--- config.mk ---
export PLATFORM = sky130hd
export DESIGN_NAME = hazard_ctrl
export DESIGN_NICKNAME = d
export VERILOG_FILES = /design/src/rtl/hazard_ctrl.sv
export SDC_FILE = /design/constraint.sdc
export NUM_CORES = 1
export LEC_CHECK = 0
export CAP_MARGIN = 10
export CORE_MARGIN = 1.5
export CORE_UTILIZATION = 30
export CTS_CLUSTER_DIAMETER = 40
export DETAILED_ROUTE_END_ITERATION = 8
export PLACE_DENSITY = 0.81
export SYNTH_ARGS = -nofsm -noshare
export SYNTH_HDL_FRONTEND = slang
export SYNTH_SLANG_ARGS = --single-unit
--- constraint.sdc ---
create_clock -name clk -period 2.5 [get_ports clk]
set_clock_uncertainty 0.1 [all_clocks]
set_input_delay 0.375 -clock clk [delete_from_list [all_inputs] [get_ports clk]]
set_output_delay 0.375 -clock clk [all_outputs]
set_load 0.05 [all_outputs]
--- src/rtl/hazard_ctrl.sv ---
// hazard_ctrl: pipeline hazard controller for the 5-stage MIPS core.
//
// Produces PC / IF-ID write enables and IF-ID / ID-EX bubble controls for
// load-use, branch/jr operand dependencies, taken-branch redirect and the
// multi-cycle MULT/DIV unit. It also sequences that unit. It does not select
// operand data; forwarding in EX does that.
//
// Ports
//   clk, rst                 clock, synchronous active-low reset
//   id/id_ex/ex_mem_instruction   instructions in ID / EX / MEM
//   id_ex_gpr_w_sel, ex_mem_gpr_w_sel  destination select (GPR_* encoding)
//   id_ex_mem_read, ex_mem_mem_read    stage holds a load
//   id_uses_rs, id_uses_rt   ID instruction reads rs / rt
//   id_is_branch, id_branch_taken      ID branch/jr and its resolution
//   id_is_md, id_md_is_div   ID holds MULT/MULTU/DIV/DIVU
//   id_reads_hilo            ID holds MFHI/MFLO
//   pc_write, if_id_write    update enables
//   if_id_flush, id_ex_flush bubble controls
//   md_start, md_busy        MULT/DIV unit start pulse / occupancy
//
// state | meaning
// IDLE  | MULT/DIV unit free, may accept a new operation
// BUSY  | operation in flight, cnt counts down the remaining cycles
// DONE  | final cycle, unit writes HI/LO

`ifndef GPR_NONE
`define GPR_NONE 2'd0
`endif
`ifndef GPR_RT
`define GPR_RT 2'd1
`endif
`ifndef GPR_RD
`define GPR_RD 2'd2
`endif
`ifndef GPR_RA
`define GPR_RA 2'd3
`endif

module hazard_ctrl #(
  parameter int unsigned MULT_CYCLES = 4,
  parameter int unsigned DIV_CYCLES  = 32
) (
  input  logic        clk,
  input  logic        rst,
  input  logic [31:0] id_instruction,
  input  logic [31:0] id_ex_instruction,
  input  logic [31:0] ex_mem_instruction,
  input  logic [1:0]  id_ex_gpr_w_sel,
  input  logic [1:0]  ex_mem_gpr_w_sel,
  input  logic        id_ex_mem_read,
  input  logic        ex_mem_mem_read,
  input  logic        id_uses_rs,
  input  logic        id_uses_rt,
  input  logic        id_is_branch,
  input  logic        id_branch_taken,
  input  logic        id_is_md,
  input  logic        id_md_is_div,
  input  logic        id_reads_hilo,
  output logic        pc_write,
  output logic        if_id_write,
  output logic        if_id_flush,
  output logic        id_ex_flush,
  output logic        md_start,
  output logic        md_busy
);

  typedef enum logic [1:0] {IDLE, BUSY, DONE} md_state_e;

  localparam logic [5:0] MULT_LOAD = 6'(MULT_CYCLES - 1);
  localparam logic [5:0] DIV_LOAD  = 6'(DIV_CYCLES - 1);

  md_state_e  state_q, state_d;
  logic [5:0] cnt_q, cnt_d;

  logic [4:0] id_rs, id_rt, ex_dst, mem_dst;
  logic       hit_ex, hit_mem;
  logic       load_use, br_ex, br_load_mem, md_hazard, stall;

  // Only the register fields of the instructions are examined.
  logic unused_bits;
  assign unused_bits = ^{id_instruction[31:26], id_instruction[15:0],
                         id_ex_instruction[31:21], id_ex_instruction[10:0],
                         ex_mem_instruction[31:21], ex_mem_instruction[10:0]};

  function automatic logic [4:0] dest_reg(input logic [31:0] instr,
                                          input logic [1:0]  sel);
    logic [4:0] r;
    r = 5'd0;
    case (sel)
      `GPR_RT: r = instr[20:16];
      `GPR_RD: r = instr[15:11];
      `GPR_RA: r = 5'd31;
      default: r = 5'd0;
    endcase
    return r;
  endfunction

  assign id_rs   = id_instruction[25:21];
  assign id_rt   = id_instruction[20:16];
  assign ex_dst  = dest_reg(id_ex_instruction, id_ex_gpr_w_sel);
  assign mem_dst = dest_reg(ex_mem_instruction, ex_mem_gpr_w_sel);

  // $0 as a destination (including GPR_NONE) never produces a hazard.
  assign hit_ex  = (ex_dst != 5'd0) &&
                   ((id_uses_rs && ex_dst == id_rs) || (id_uses_rt && ex_dst == id_rt));
  assign hit_mem = (mem_dst != 5'd0) &&
                   ((id_uses_rs && mem_dst == id_rs) || (id_uses_rt && mem_dst == id_rt));

  assign load_use    = id_ex_mem_read & hit_ex;
  assign br_ex       = id_is_branch & hit_ex;
  assign br_load_mem = id_is_branch & ex_mem_mem_read & hit_mem;
  assign md_hazard   = (id_reads_hilo | id_is_md) & (state_q != IDLE);
  assign stall       = load_use | br_ex | br_load_mem | md_hazard;

  always_ff @(posedge clk) begin
    if (!rst) begin
      state_q <= IDLE;
      cnt_q   <= 6'd0;
    end else begin
      state_q <= state_d;
      cnt_q   <= cnt_d;
    end
  end

  always_comb begin
    state_d     = state_q;
    cnt_d       = cnt_q;
    md_start    = 1'b0;
    pc_write    = 1'b1;
    if_id_write = 1'b1;
    if_id_flush = 1'b0;
    id_ex_flush = 1'b0;
    md_busy     = (state_q != IDLE);

    if (stall) begin
      pc_write    = 1'b0;
      if_id_write = 1'b0;
      id_ex_flush = 1'b1;
    end else if (id_branch_taken) begin
      if_id_flush = 1'b1;
    end

    case (state_q)
      IDLE: begin
        // Gated by rst so no start pulse escapes while reset is held.
        if (id_is_md && !stall && rst) begin
          md_start = 1'b1;
          state_d  = BUSY;
          cnt_d    = id_md_is_div ? DIV_LOAD : MULT_LOAD;
        end
      end
      BUSY: begin
        if (cnt_q == 6'd1) begin
          state_d = DONE;
          cnt_d   = 6'd0;
        end else begin
          cnt_d = cnt_q - 6'd1;
        end
      end
      DONE:    state_d = IDLE;
      default: state_d = IDLE;
    endcase
  end

endmodule

==> results of run 1 <==
area by class of cell:
class	count	area (um^2)	share of cell area [%]
tap	48	60.1	2.45
sequential	8	160	6.54
timing repair buffer	92	817	33.4
inverter	11	41.3	1.69
multi-input combinational	148	1330	54.3
clock buffer	3	41.3	1.69
worst max-delay path: stages:
cell and delay (ns):
buf_8 0.10, buf_6 0.13, a2111oi_4 0.30, buf_4 0.17, a21oi_2 0.04, nor4_2 0.34, o2111ai_4 0.21, buf_4 0.19
nand3_4 0.06, inv_2 0.05, buf_12 0.14
worst min path at each step:
stage	slack, ns	end	depth (start not counted)	startpoint
floorplan	0.39	cnt_q[1]$_SDFFE_PN0P_	2	cnt_q[1]$_SDFFE_PN0P_
global placement	0.42	cnt_q[1]$_SDFFE_PN0P_	2	cnt_q[1]$_SDFFE_PN0P_
detailed placement	0.43	cnt_q[1]$_SDFFE_PN0P_	2	cnt_q[1]$_SDFFE_PN0P_
CTS	0.44	cnt_q[1]$_SDFFE_PN0P_	2	cnt_q[1]$_SDFFE_PN0P_
global route	0.47	cnt_q[1]$_SDFFE_PN0P_	2	cnt_q[1]$_SDFFE_PN0P_
finish	0.44	cnt_q[1]$_SDFFE_PN0P_	2	cnt_q[1]$_SDFFE_PN0P_
kinds of logic (layout without fill, tap and decap cells):
kind of cell,Yosys count,in the layout,synth area share (%)
buf+inv,16,106,6.88
compound gates,57,57,35.4
flops,8,8,13.3
fa+ha+maj,2,2,2.09
xor+xnor,5,5,3.65
simple gates,83,83,37.4
mux,1,1,1.25
stage by stage:
step | setup TNS (ns) | power [mW] | hold slack (ns)
after floorplan | -0.0921 | 0.368 | 0.390
after global placement | -4.16 | 0.565 | 0.419
after detailed placement | -4.93 | 0.574 | 0.434
after CTS | -0.137 | 0.790 | 0.441
after global routing | -0.529 | 0.871 | 0.467
final | -0.136 | 0.825 | 0.437
synthesized netlist by cell type, types with 3 or more instances:
cell type / n / share of area (%)
nor4_1: 3 / 1.6
nand3_1: 4 / 1.7
nand2b_1: 4 / 2.1
inv_1: 11 / 3.4
o2111ai_1: 3 / 2.2
nor2b_1: 8 / 4.2
xnor2_1: 4 / 2.9
a2111oi_0: 3 / 2.2
nor2_1: 14 / 4.4
o221ai_1: 3 / 2.2
dfxtp_1: 8 / 13
nand2_1: 22 / 6.9
a21oi_1: 9 / 3.8
or3_1: 6 / 3.1
nor3_1: 4 / 1.7
and3_1: 4 / 2.1
o21ai_0: 13 / 5.4
registers in the layout, indices dropped and copies added, names as in the netlist:
signal and cells:
cnt_q 6, state_q 2
report_power, final:
group	leakage [nW]	switching [mW]	total (mW)	internal, mW
clock network	0.0216	0.0613	0.167	0.105
registers	0.0659	0.0134	0.156	0.143
logic	0.932	0.252	0.502	0.250
per-layer routing:
layer	share of wire [%]	vias to the layer above
li1	-	829
met1	41	817
met2	51	66
met3	5.0	17
met4	3.3	0
met5	0	-
repair_timing:
action | CTS | global route
gates resized for setup | 149 | 40
cloned | 1 | 0
hold buffers | 0 | 0
pin swaps | 31 | 15
endpoints found under the setup margin | 10 | 5
setup buffers | 4 | 0
==> impl_metrics.json, run 1 <==
{
  "dieHeight_um": 66.2,
  "cts_htree_levels": 1,
  "grt_overflow": 0,
  "cts_root_buf": "clkbuf_8",
  "core-area_um2": 3740,
  "grt_pass1_vias": 1774,
  "r2r_start": "state_q[1]$_SDFFE_PN0P_",
  "startpoint": "ex_mem_gpr_w_sel[1]",
  "start_util_pct": 32.1,
  "dr_total_vias": 1729,
  "track_usage_pct": 23.1,
  "violations": "negative setup slack",
  "viasPerCell": 5.58,
  "dieArea_um2": 4390,
  "top_usage_layer": "met2",
  "cts_sinks": 8,
  "nets": 377,
  "rsz0062_at_grt": "yes",
  "critPathCaptureType": "output port",
  "cp_max_fo": 5,
  "fmax_mhz": 388,
  "area.growth.synth_to_final_pct": 104,
  "worst_r2r_endpoint": "cnt_q[2]$_SDFFE_PN0P_",
  "synth_flop_cell": "dfxtp_1",
  "dp_cells": 302,
  "slew_headroom_pct": 64.0,
  "critPathCapture": "md_start",
  "die_w_um": 66.2,
  "period_minus_slack_ns": 2.58,
  "syn_area_um2": 1200,
  "avgSynthCellArea_um2": 6.98,
  "regToRegSetupSlack_ns": 0.72,
  "portBuffers": 50,
  "post-route-util_pct": 65.4,
  "fin_area_um2": 2450,
  "grt_max_degree": 11,
  "yosys.cell_types.count": 54,
  "core.rowCount": 22,
  "start_kind": "input pin",
  "final_common_cell": "buf_4",
  "cts_tree": "done",
  "synth_nets": 285,
  "cts_inserted_buffers": 3,
  "drc": 0,
  "clkLatencyLatePin_ns": 0.24,
  "ys_warn_count": 0,
  "fillCellCount": 298,
  "first_pass_iters": 4,
  "antenna_cells": 0,
  "r2r_cells": 7,
  "dpl.hpwl_mm": 3.38,
  "max-vdd-ir-drop_mv": 0.154,
  "synth-seq-area-share_pct": 13.3,
  "grt_util_met2_pct": 41.0,
  "wl_mm": 4.95,
  "drt_iter0_drc": 102,
  "maxCapViolations": 0,
  "min_path_type": "reg -> reg",
  "maxSlewViolCount": 0,
  "netlist_instances": 172,
  "final_cell_mix": "buf_4, nand2_1, clkbuf_2, clkdlybuf4s50_1, buf_6",
  "ant_nets": 0,
  "setup_viol": 3,
  "clockBufferDepth": 2,
  "synthArstFlopShare_pct": 0,
  "powerDensity_nw_per_um2": 337,
  "clkTransAtPathRegs_ns": 0.04,
  "ys_ff_latch": 8,
  "required_ns": 2.03,
  "wl_per_cell_um": 16.0,
  "synth_edf_count": 0,
  "dpl_cell_area_um2": 2060,
  "p_leak_nw": 1.02,
  "met1_usage_pct": 26.6,
  "fin_crit_sh_pct": 103,
  "use_met3_pct": 3.92,
  "outcome": "finished, violations left",
  "crit_arrival_ns": 2.10,
  "tightestPinTransition_ns": 0.535,
  "worst_slack_ns": -0.0754,
  "final_cells": 310,
  "grt_pass1_wl_mm": 7.87,
  "drive_gt1_share_pct": 51.1,
  "pre_cts_ws_ns": -0.594,
  "grt_antenna_before_repair": 0,
  "place.gp.congestion": 0.968,
  "hold_viol": 0,
  "worst-setup-path-type": "in -> out",
  "ios": 117
}
Power figures use the tool's default switching activity.
==> run 2, diff against run 1 <==
--- a/config.mk
+++ b/config.mk
@@ -7,10 +7,11 @@
 export LEC_CHECK = 0
 export CAP_MARGIN = 10
 export CORE_MARGIN = 1.5
-export CORE_UTILIZATION = 30
+export CORE_UTILIZATION = 33
 export CTS_CLUSTER_DIAMETER = 40
 export DETAILED_ROUTE_END_ITERATION = 8
-export PLACE_DENSITY = 0.81
+export PLACE_DENSITY = 0.88
+export SLEW_MARGIN = 20
 export SYNTH_ARGS = -nofsm -noshare
 export SYNTH_HDL_FRONTEND = slang
 export SYNTH_SLANG_ARGS = --single-unit
==> constraint.sdc (replaced) <==
create_clock -name clk -period 3.2 [get_ports clk]
set_clock_uncertainty 0.1 [all_clocks]
set_input_delay 0.48 -clock clk [delete_from_list [all_inputs] [get_ports clk]]
set_output_delay 0.48 -clock clk [all_outputs]
set_load 0.05 [all_outputs]
==> impl_metrics.json, run 2 (synthesized netlist as in run 1, its figures left out) <==
{
  "antenna_cells": 0,
  "rsz0062_at_grt": "yes",
  "met1_usage_pct": 26.5,
  "hold_buffers": 0,
  "required_ns": 2.62,
  "worst_slack_ns": 0.122,
  "start_util_pct": 35.1,
  "grt_pass1_vias": 1537,
  "cts_htree_levels": 1,
  "drive_gt1_share_pct": 25.3,
  "clkTransAtPathRegs_ns": 0.05,
  "slew_headroom_pct": 65.2,
  "grt_pass1_wl_mm": 6.56,
  "cts_sinks": 8,
  "min_from": "cnt_q[1]$_SDFFE_PN0P_",
  "drt_iter0_drc": 104,
  "grt_util_met2_pct": 33.8,
  "die_w_um": 63.3,
  "grt_overflow": 0,
  "r2r_start": "state_q[1]$_SDFFE_PN0P_",
  "fillCellCount": 291,
  "critPathCaptureType": "output port",
  "ios": 117,
  "top_usage_layer": "met2",
  "maxCapViolations": 0,
  "maxSlewViolCount": 0,
  "critPathBufInv": 2,
  "startpoint": "ex_mem_instruction[11]",
  "fin_crit_sh_pct": 96.2,
  "final_cell_mix": "clkdlybuf4s50_1, buf_4, nand2_1",
  "clkLatencyLatePin_ns": 0.25,
  "fin_area_um2": 2070,
  "wl_per_cell_um": 13.1,
  "worst_path_max_delay_cell": "clkdlybuf4s50_1",
  "final_common_cell": "clkdlybuf4s50_1",
  "period_minus_slack_ns": 3.08,
  "ant_nets": 0,
  "regMostFlops": "cnt_q",
  "setup_viol": 0,
  "dr_total_vias": 1633,
  "first_pass_iters": 4,
  "pre_cts_ws_ns": -0.263,
  "outcome": "complete, no violations",
  "area.growth.synth_to_final_pct": 72.5,
  "use_met3_pct": 1.96,
  "crit_arrival_ns": 2.50,
  "min_path_type": "reg -> reg",
  "dpl.hpwl_mm": 3.28,
  "fmax_mhz": 325,
  "track_usage_pct": 19.9,
  "cts_tree": "done",
  "p_leak_nw": 0.827,
  "drc": 0,
  "core.rowCount": 21,
  "dpl_cell_area_um2": 1980,
  "cp_max_fo": 4,
  "dieArea_um2": 4010,
  "grt_max_degree": 12,
  "core-area_um2": 3420,
  "viasPerCell": 5.54,
  "cp_cell_sequence": "clkdlybuf4s50_1 > a21oi_2 > or3_1 > o2111ai_1 > nor4b_4 > o2111ai_2 > nand2_2 > nor3b_2 > buf_12",
  "max-vdd-ir-drop_mv": 0.111,
  "start_kind": "input pin",
  "dieHeight_um": 63.3,
  "worst-setup-path-type": "in -> out",
  "cp_slowest_stage_delay_ns": 0.50,
  "cts_inserted_buffers": 3,
  "place.gp.congestion": 0.916,
  "cts_root_buf": "clkbuf_4",
  "nets": 364,
  "tightestPinTransition_ns": 0.517,
  "portBuffers": 50,
  "hold_viol": 0,
  "grt_antenna_before_repair": 0,
  "largest_reg_flops": 6,
  "powerDensity_nw_per_um2": 254,
  "clockBufferDepth": 2,
  "wl_mm": 3.86,
  "crit_family": "simple AND/OR/NAND/NOR gates",
  "largest_registers": "cnt_q x6, state_q x2"
}
## run 2: cell types whose count changed in the layout (fill, tap and decap cells not counted), sizes merged
cell / previous run / this run
dlymetal6s2s: 1 / 0
clkdlybuf4s50: 11 / 41
buf: 58 / 34
clkdlybuf4s15: 6 / 0
clkbuf: 14 / 4
dlygate4sd2: 5 / 3
## run 2: per-layer routing
metal,vias up,wire [um]
li1,800,-
met1,764,1670
met2,61,1900
met3,8,230
met4,0,57
met5,-,0
## run 2: path summary, 6_finish.rpt
check / cells after the start / slack, ns / end
max: 9 / 0.12 / if_id_flush
min: 2 / 0.43 / cnt_q[1]$_SDFFE_PN0P_
max reg2reg: 7 / 1.42 / cnt_q[3]$_SDFFE_PN0P_
min reg2reg: 2 / 0.43 / cnt_q[1]$_SDFFE_PN0P_
## run 2: final cells by class
| type | count | area [um^2] | share of cell area (%) |
|---|---|---|---|
| clock buffer | 3 | 22.5 | 1.09 |
| inverter | 11 | 41.3 | 2.00 |
| multi-input combinational | 148 | 1030 | 49.7 |
| sequential | 8 | 160 | 7.74 |
| tap | 46 | 57.6 | 2.78 |
| timing repair buffer | 79 | 759 | 36.7 |
## run 2: timing repair
item,4_1_cts,5_1_grt
pin swaps,1,3
buffers inserted,1,0
resized for setup,11,14
endpoints found under the setup margin,5,5
## run 2: where the power goes
part           switching, mW  internal (mW)  leakage, nW
clock network         0.0311         0.0427       0.0138
registers             0.0110          0.111       0.0659
logic                  0.161          0.169        0.748
## run 2: stage by stage
step	hold WS (ns)	setup TNS, ns	util (%)	power (mW)	cells
6_report	0.433	0	60.6	0.526	295
5_1_grt	0.460	-0.0237	60.6	0.562	295
4_1_cts	0.436	0	59.5	0.518	295
3_5_place_dp	0.427	-0.904	58.0	0.439	291
3_3_place_gp	0.410	-0.739	58.0	0.432	291
2_1_floorplan	0.390	0	-	0.285	172
## run 2: worst reg2reg max path, delay by kind of cell (launching register included)
kind	cells	cell delay, ns
flip-flops	1	0.32
AO/OA/AOI/OAI	3	0.45
AND/OR/NAND/NOR	4	0.80
